$ cat src/rtl/demux_pkt_router_pkg.sv
// demux_pkt_router_pkg
//   Shared definitions for the packet demultiplexer: destination codes,
//   the lock FSM encoding and the default parameter values.
//   No ports; imported by demux_pkt_router and demux_pkt_counter.
package demux_pkt_router_pkg;

    // Destination codes carried in dest_q / lock_sel_q.
    localparam logic DEST_A = 1'b0;
    localparam logic DEST_B = 1'b1;

    // Lock FSM: UNLOCKED samples SEL on every accepted beat,
    // LOCKED reuses the destination captured at the packet's first beat.
    typedef enum logic {
        ST_UNLOCKED = 1'b0,
        ST_LOCKED   = 1'b1
    } lock_state_t;

    localparam int DEFAULT_SIZE        = 1;
    localparam int DEFAULT_COUNT_WIDTH = 8;

endpackage

$ cat src/rtl/demux_pkt_counter.sv
// demux_pkt_counter
//   Wrap-around event counter used for the per-port delivered-packet count.
//   Ports:
//     CLK    - clock, rising edge
//     RST_N  - synchronous active-low clear
//     INC    - add one this cycle (wraps from all-ones to zero)
//     COUNT  - current count
module demux_pkt_counter
    import demux_pkt_router_pkg::*;
#(
    parameter int COUNT_WIDTH = DEFAULT_COUNT_WIDTH
) (
    input  logic                   CLK,
    input  logic                   RST_N,
    input  logic                   INC,
    output logic [COUNT_WIDTH-1:0] COUNT
);

    always_ff @(posedge CLK) begin
        if (!RST_N) begin
            COUNT <= '0;
        end else if (INC) begin
            // Plain modular add: overflow wraps, never saturates.
            COUNT <= COUNT + COUNT_WIDTH'(1);
        end
    end

endmodule

$ cat src/rtl/demux_pkt_router.sv
// demux_pkt_router
//   Registered 1-to-2 demultiplexer with packet lock. One input stream is
//   steered to port A (SEL=0) or port B (SEL=1); the destination chosen at a
//   packet's first beat holds until its LAST beat is accepted.
//
//   Handshake rule (all three interfaces): a beat transfers on a rising edge
//   where VALID=1 and READY=1. While VALID=1 and READY=0 the sender keeps DATA
//   and LAST stable. IN_READY is combinational from the output-side READY so a
//   draining beat and a new beat can swap in the same cycle.
//
//   Ports:
//     CLK, RST_N             - clock, synchronous active-low reset
//     IN_DATA/VALID/LAST     - input beat
//     IN_READY               - input can be accepted this cycle
//     SEL                    - destination for a new packet (0=A, 1=B)
//     OUT_A_DATA/VALID/LAST  - port A beat; OUT_A_READY from consumer A
//     OUT_B_DATA/VALID/LAST  - port B beat; OUT_B_READY from consumer B
//     PKT_CNT_A/B            - wrap-around count of delivered LAST beats
//     LOCKED                 - packet in progress on the input (lock FSM state)
module demux_pkt_router
    import demux_pkt_router_pkg::*;
#(
    parameter int SIZE        = DEFAULT_SIZE,
    parameter int COUNT_WIDTH = DEFAULT_COUNT_WIDTH
) (
    input  logic                   CLK,
    input  logic                   RST_N,
    input  logic [SIZE-1:0]        IN_DATA,
    input  logic                   IN_VALID,
    input  logic                   IN_LAST,
    output logic                   IN_READY,
    input  logic                   SEL,
    output logic [SIZE-1:0]        OUT_A_DATA,
    output logic                   OUT_A_VALID,
    output logic                   OUT_A_LAST,
    input  logic                   OUT_A_READY,
    output logic [SIZE-1:0]        OUT_B_DATA,
    output logic                   OUT_B_VALID,
    output logic                   OUT_B_LAST,
    input  logic                   OUT_B_READY,
    output logic [COUNT_WIDTH-1:0] PKT_CNT_A,
    output logic [COUNT_WIDTH-1:0] PKT_CNT_B,
    output logic                   LOCKED
);

    // Holding register
    logic [SIZE-1:0] data_q;
    logic            last_q;
    logic            dest_q;
    logic            full_q;

    // Packet lock
    lock_state_t     lock_st;
    logic            lock_sel_q;

    logic            dest_ready;
    logic            accept;
    logic            drain;
    logic            route;

    assign dest_ready = (dest_q == DEST_B) ? OUT_B_READY : OUT_A_READY;
    assign IN_READY   = ~full_q | dest_ready;
    assign accept     = IN_VALID & IN_READY;
    assign drain      = full_q & dest_ready;
    assign route      = (lock_st == ST_LOCKED) ? lock_sel_q : SEL;

    // Holding register update. An accept takes priority over a drain: when
    // both happen the new beat simply replaces the departing one.
    always_ff @(posedge CLK) begin
        if (!RST_N) begin
            data_q <= '0;
            last_q <= 1'b0;
            dest_q <= DEST_A;
            full_q <= 1'b0;
        end else if (accept) begin
            data_q <= IN_DATA;
            last_q <= IN_LAST;
            dest_q <= route;
            full_q <= 1'b1;
        end else if (drain) begin
            // data_q/last_q are kept; outputs are gated by full_q anyway.
            full_q <= 1'b0;
        end
    end

    // Lock FSM
    always_ff @(posedge CLK) begin
        if (!RST_N) begin
            lock_st    <= ST_UNLOCKED;
            lock_sel_q <= DEST_A;
        end else begin
            case (lock_st)
                ST_UNLOCKED: begin
                    // Single-beat packets never lock.
                    if (accept && !IN_LAST) begin
                        lock_st    <= ST_LOCKED;
                        lock_sel_q <= SEL;
                    end
                end
                ST_LOCKED: begin
                    if (accept && IN_LAST) begin
                        lock_st <= ST_UNLOCKED;
                    end
                end
                default: lock_st <= ST_UNLOCKED;
            endcase
        end
    end

    assign LOCKED = (lock_st == ST_LOCKED);

    // Output drive: only the port that owns the held beat shows it; the
    // other port (and both ports when empty) drive zeros.
    assign OUT_A_VALID = full_q & (dest_q == DEST_A);
    assign OUT_B_VALID = full_q & (dest_q == DEST_B);
    assign OUT_A_DATA  = OUT_A_VALID ? data_q : '0;
    assign OUT_B_DATA  = OUT_B_VALID ? data_q : '0;
    assign OUT_A_LAST  = OUT_A_VALID & last_q;
    assign OUT_B_LAST  = OUT_B_VALID & last_q;

    // Delivered-packet counters: one tick per LAST-beat output handshake.
    demux_pkt_counter #(
        .COUNT_WIDTH (COUNT_WIDTH)
    ) u_cnt_a (
        .CLK   (CLK),
        .RST_N (RST_N),
        .INC   (OUT_A_VALID & OUT_A_READY & OUT_A_LAST),
        .COUNT (PKT_CNT_A)
    );

    demux_pkt_counter #(
        .COUNT_WIDTH (COUNT_WIDTH)
    ) u_cnt_b (
        .CLK   (CLK),
        .RST_N (RST_N),
        .INC   (OUT_B_VALID & OUT_B_READY & OUT_B_LAST),
        .COUNT (PKT_CNT_B)
    );

endmodule

$ cat config.mk
export PLATFORM = sky130hd
export DESIGN_NAME = demux_pkt_router
export DESIGN_NICKNAME = d
export VERILOG_FILES = /design/src/rtl/demux_pkt_router_pkg.sv /design/src/rtl/demux_pkt_counter.sv /design/src/rtl/demux_pkt_router.sv
export SDC_FILE = /design/constraint.sdc
export NUM_CORES = 1
export LEC_CHECK = 0
export CAP_MARGIN = 5
export CORE_AREA = 5 5 55 57
export DETAILED_ROUTE_END_ITERATION = 8
export DIE_AREA = 0 0 60 62
export PLACE_DENSITY = 0.85
export SLEW_MARGIN = 20
export SYNTH_ARGS = -nofsm -noshare
export SYNTH_HDL_FRONTEND = slang
export SYNTH_SLANG_ARGS = --single-unit
export TNS_END_PERCENT = 30
$ cat constraint.sdc
create_clock -name CLK -period 1.5 [get_ports CLK]
set_input_delay 0.15 -clock CLK [delete_from_list [all_inputs] [get_ports CLK]]
set_output_delay 0.15 -clock CLK [all_outputs]
set_load 0.02 [all_outputs]
Yosys cells after proc, flatten, opt, wreduce, memory -nomap -nowiden
Index checks and enable logic that the tools add are counted.

storage, ports and cells
  input bits = 8
  output and inout port bits = 24
  bits in registers = 22
  logic and storage cells = 38

operators by class
  multiplexer cells = 9
  reduce and logical (&&, ||, !) cells = 5
  add/subtract/negate cells = 2
  bitwise operators = 14

operator list
  kind                                                           count
  8-bit by 1-bit adder with 8-bit output, second input constant  2
  1-bit AND                                                      10
  1-bit two-way mux                                              8
  1-bit NOT                                                      3
  1-bit logical AND                                              2
  1-bit one-hot mux with 2 select lines                          1
  2-bit AND reduction                                            1
  2-bit nonzero test                                             1
  1-bit zero test                                                1
  1-bit OR                                                       1

Logic depth before layout (Yosys ltp)
  depth in word-level cells = 6
  depth in mapped cells = 5
  gate-level depth less buffers = 4

Modules after synthesis
Synthesis repeated with hierarchy kept, for this count alone.

second synthesis, totals
  cells, all modules = 111
  area total of the unflattened synthesis = 1049.8 µm²

by module, submodules not included
  module             area an instance (µm²)  cells each  sequential area each (µm²)  times used
  demux_pkt_counter  359.1                   37          160.2                       2
  demux_pkt_router   331.6                   37          120.1                       1

Worst setup path before layout
Ideal clock, no wire load.

  kind = register -> register
  start = register u_cnt_b.COUNT[0]
  end = register u_cnt_b.COUNT[6]
  library setup time = 0.071 ns
  required time = 1.429 ns
  slack = 0.042 ns
  path buffers = 0
  arrival = 1.387 ns
  stages on the path, launching flop included = 5
  clock period less this slack = 1.458 ns
  path through = dfxtp_1 ha_1 inv_1 or4_1 a21oi_1

on the way
  longest elaborated chain between the ends = 1

RTL lines
  item                                    RTL line                 source
  start, declared                         demux_pkt_counter.sv:16  output logic [COUNT_WIDTH-1:0] COUNT
  start signal, assigned                  demux_pkt_counter.sv:24  COUNT <= COUNT + COUNT_WIDTH'(1);
  8-bit by 1-bit adder with 8-bit output  demux_pkt_counter.sv:24

No other way between the ends.
A chain may end at the register's enable or synchronous reset.

Final worst setup path
  start = register u_cnt_b.COUNT[7]
  end = output PKT_CNT_B[7]

RTL lines
  item           RTL line                source
  end, declared  demux_pkt_router.sv:42  output logic [COUNT_WIDTH-1:0] PKT_CNT_B,

No word-level cell between the ends.

==> flow_metrics.env <==
export IMPL_status="finished, final reports clean"
export IMPL_wire_per_inst_um=13.7
export IMPL_die_area_um2=3720
export IMPL_synth_edff_count=0
export IMPL_path_cells="clkdlybuf4s50_1"
export IMPL_cp_max_fo=3
export IMPL_drc=0
export IMPL_syn_inst=120
export IMPL_start_util_pct=45.2
export IMPL_synth_compound_area_share_pct=18.1
export IMPL_rr_worst_depth=5
export IMPL_hold_path_class="input pin to flip-flop"
export IMPL_period_minus_slack_ps=1440
export IMPL_htreeDepth=1
export IMPL_peakVddDrop_mv=0.654
export IMPL_path_clk_slew_ps=130
export IMPL_holdBufCountCts=0
export IMPL_r2r_start="dest_q"
export IMPL_startpoint="u_cnt_b.COUNT[7]"
export IMPL_first_pass_iters=4
export IMPL_path_delay_family="buffers and inverters"
export IMPL_setup_viol=0
export IMPL_ys_async_sr_fraction_pct=0
export IMPL_die_height_um=62
export IMPL_worst_setup_path_end_kind="output pin"
export IMPL_nNetsFinal=175
export IMPL_arrival_ps=1290
export IMPL_routed_wl_um=2670
export IMPL_ant_nets=0
export IMPL_fin_worst_skew_ps=11.1
export IMPL_utilization_pct=64.6
export IMPL_fmax_mhz=697
export IMPL_synth_flop_cell="dfxtp_1"
export IMPL_cts_buffers=3
export IMPL_synth_top_family_by_area="simple AND/OR/NAND/NOR gates"
export IMPL_syn_num_nets=130
export IMPL_grt_pass1_vias=1118
export IMPL_power_density_nw_per_um2=775
export IMPL_die_w_um=60
export IMPL_ys_seq_elements=22
export IMPL_yosysWarnings=0
export IMPL_start_kind="flip-flop"
export IMPL_synthXorXnorAreaFrac_pct=1.59
export IMPL_syn_to_final_growth_pct=42.9
export IMPL_synth_area_mux_share_pct=8.30
export IMPL_cts_tree="done"
export IMPL_synthTopCellsByArea="dfxtp_1 40%, mux2i_1 7.3%, a21oi_1 4.6%"
export IMPL_grt_pass1_wl_um=4720
export IMPL_overflow=0
export IMPL_ff2ff_setup_slack_ps=100
export IMPL_rsz0062_at_grt="yes"
export IMPL_n_antenna_cell=0
export IMPL_synth_simple_area_share_pct=23.4
export IMPL_crit_cells=1
export IMPL_yosys_area_top_type="dfxtp_1"
export IMPL_grt_start_max_net_pins=15
export IMPL_max_cap_violations=0
export IMPL_synth_cell_type_count=31
export IMPL_power_static_leakage_nw=0.737
export IMPL_via_per_inst=5.54
export IMPL_syn_cell_area_um2=1100
export IMPL_gp_congestion=0.831
export IMPL_antenna_found_initial=0
export IMPL_clock_sinks=22
export IMPL_crit_type="flip-flop to output pin"
export IMPL_layout_drive_gt1_share_pct=18.3
export IMPL_insertion_delay_ps=320
export IMPL_reg2reg_to="u_cnt_b.COUNT[3]"
export IMPL_post_route_period_util_pct=95.7
export IMPL_slew_headroom_pct=70.7
export IMPL_setup_ws_ps=64.6
export IMPL_path_buf_inv=1
export IMPL_worst_path_max_delay_cell="clkdlybuf4s50_1"
export IMPL_synth_avg_cell_area_um2=9.17
export IMPL_port_buffers=31
export IMPL_finalHoldViolations=0
export IMPL_critPathRequiredTime_ps=1350
export IMPL_finalMaxSlewViolations=0
export IMPL_synth_adder_area_share_pct=2.28
export IMPL_gr_usage_all_layers_pct=16.8
export IMPL_ys_seq_area_share_pct=40.0
export IMPL_dpl_hpwl_um=2090
export IMPL_coreArea_um2=2430
export IMPL_tightest_slew_ps=440
export IMPL_ioPinCount=32
export IMPL_drtIter0Drc=15
export IMPL_dp_slack_ps=-159
export IMPL_cts_root_buffer_cell="clkbuf_4"
export IMPL_cpPeakStageDelay_ps=610
export IMPL_cts_buffer_depth=2
export IMPL_cp_endpoint="PKT_CNT_B[7]"
export IMPL_row_count=18
export IMPL_synth_top_area_share_pct=40.0
export IMPL_vias=1075
## metal layers
metal	share of wire, %	GRT usage (%)	up-vias
met4	1.7	9.18	0
met1	41	18.6	512
met2	52	30.7	29
met5	0	0	-
li1	-	-	529
met3	5.5	2.69	5
## cells by family (layout without fill, tap and decap cells)
family,Yosys count,count (layout)
flip-flops,22,22
AO/OA/AOI/OAI,29,29
adder cells (fa/ha/maj),2,2
multiplexers,9,9
buffers and inverters,13,57
AND/OR/NAND/NOR,43,43
XOR/XNOR,2,2
## worst register-to-register path: stages (launching register included)
cell	delay, ps
dfxtp_4	410
buf_4	130
nand4_4	110
buf_4	190
or3_1	340
a21oi_1	150
## layout make-up
cell class	count	area, µm²
Timing Repair Buffer	46	405
Fill cell	227	861
Clock inverter	1	30.0
Tap cell	30	37.5
Inverter	7	26.3
Sequential cell	22	444
Multi-Input combinational cell	85	606
Clock buffer	3	22.5
## report_power, final
part	switching [mW]	total, mW	internal (mW)
Combinational	0.0708	0.143	0.0725
Clock	0.193	0.464	0.270
Sequential	0.0149	0.611	0.596
Total	0.279	1.22	0.939
## sequential cells by signal, summed over array words and instances, names as in the netlist, named ones only
name	count
data_q	1
dest_q	1
full_q	1
last_q	1
lock_sel_q	1
u_cnt_a.COUNT	8
u_cnt_b.COUNT	8
## what timing repair did
item,CTS,global route
setup endpoints to repair,20,9
buffers inserted,0,0
endpoints found under the hold margin,0,0
gates resized for setup,29,10
pin swaps,0,0
cloned,0,0
## metrics by stage
| step | hold slack, ps | power, mW | cells | TNS, ps | area, µm² |
|---|---|---|---|---|---|
| floorplan | 292 | 0.696 | 120 | 0 | 1100 |
| global placement | 447 | 0.762 | 190 | -776 | 1520 |
| detailed placement | 473 | 0.767 | 190 | -1070 | 1520 |
| CTS | 379 | 1.23 | 194 | 0 | 1560 |
| global route | 372 | 1.27 | 194 | -15.8 | 1570 |
| finish | 380 | 1.22 | 194 | 0 | 1570 |
## worst min-delay path by stage
stage                    start         end  slack [ps]  cells after the start
finish                 IN_DATA      data_q         380                      3
global route           IN_DATA      data_q         370                      3
CTS                    IN_DATA      data_q         380                      3
detailed placement  lock_sel_q  lock_sel_q         470                      2
global placement    lock_sel_q  lock_sel_q         450                      2
floorplan                  SEL  lock_sel_q         290                      2
## synthesized netlist by cell type, drive strengths merged (4+ instances only)
cell type / n
inv: 7
o21ai: 5
o31ai: 4
mux2i: 8
nand3: 5
or3: 5
a21oi: 11
dfxtp: 22
nand2: 12
or4: 4
buf: 4
nor2: 5
## placed cells by master, fill, tap and decap left out, types with 2 or more instances in the layout
cell and instances:
and2_1 3, nand2_1 12, o41ai_1 2, clkbuf_4 3, and3_1 2, xor2_1 2, o31ai_1 4, clkdlybuf4s15_2 2
buf_4 15, mux2i_1 7, a21oi_1 10, nand2b_1 2, clkdlybuf4s50_1 8, dlymetal6s2s_1 3, nand3_1 5, o311ai_1 2
clkdlybuf4s15_1 2, dlygate4sd2_1 14, ha_1 2, o21ai_1 5, or4_1 4, or3_1 5, o211ai_1 2, nand4_1 2
inv_1 7, dfxtp_1 21, o211a_1 2, nor2_1 4
Note: power is estimated with default switching activity, not from simulation.
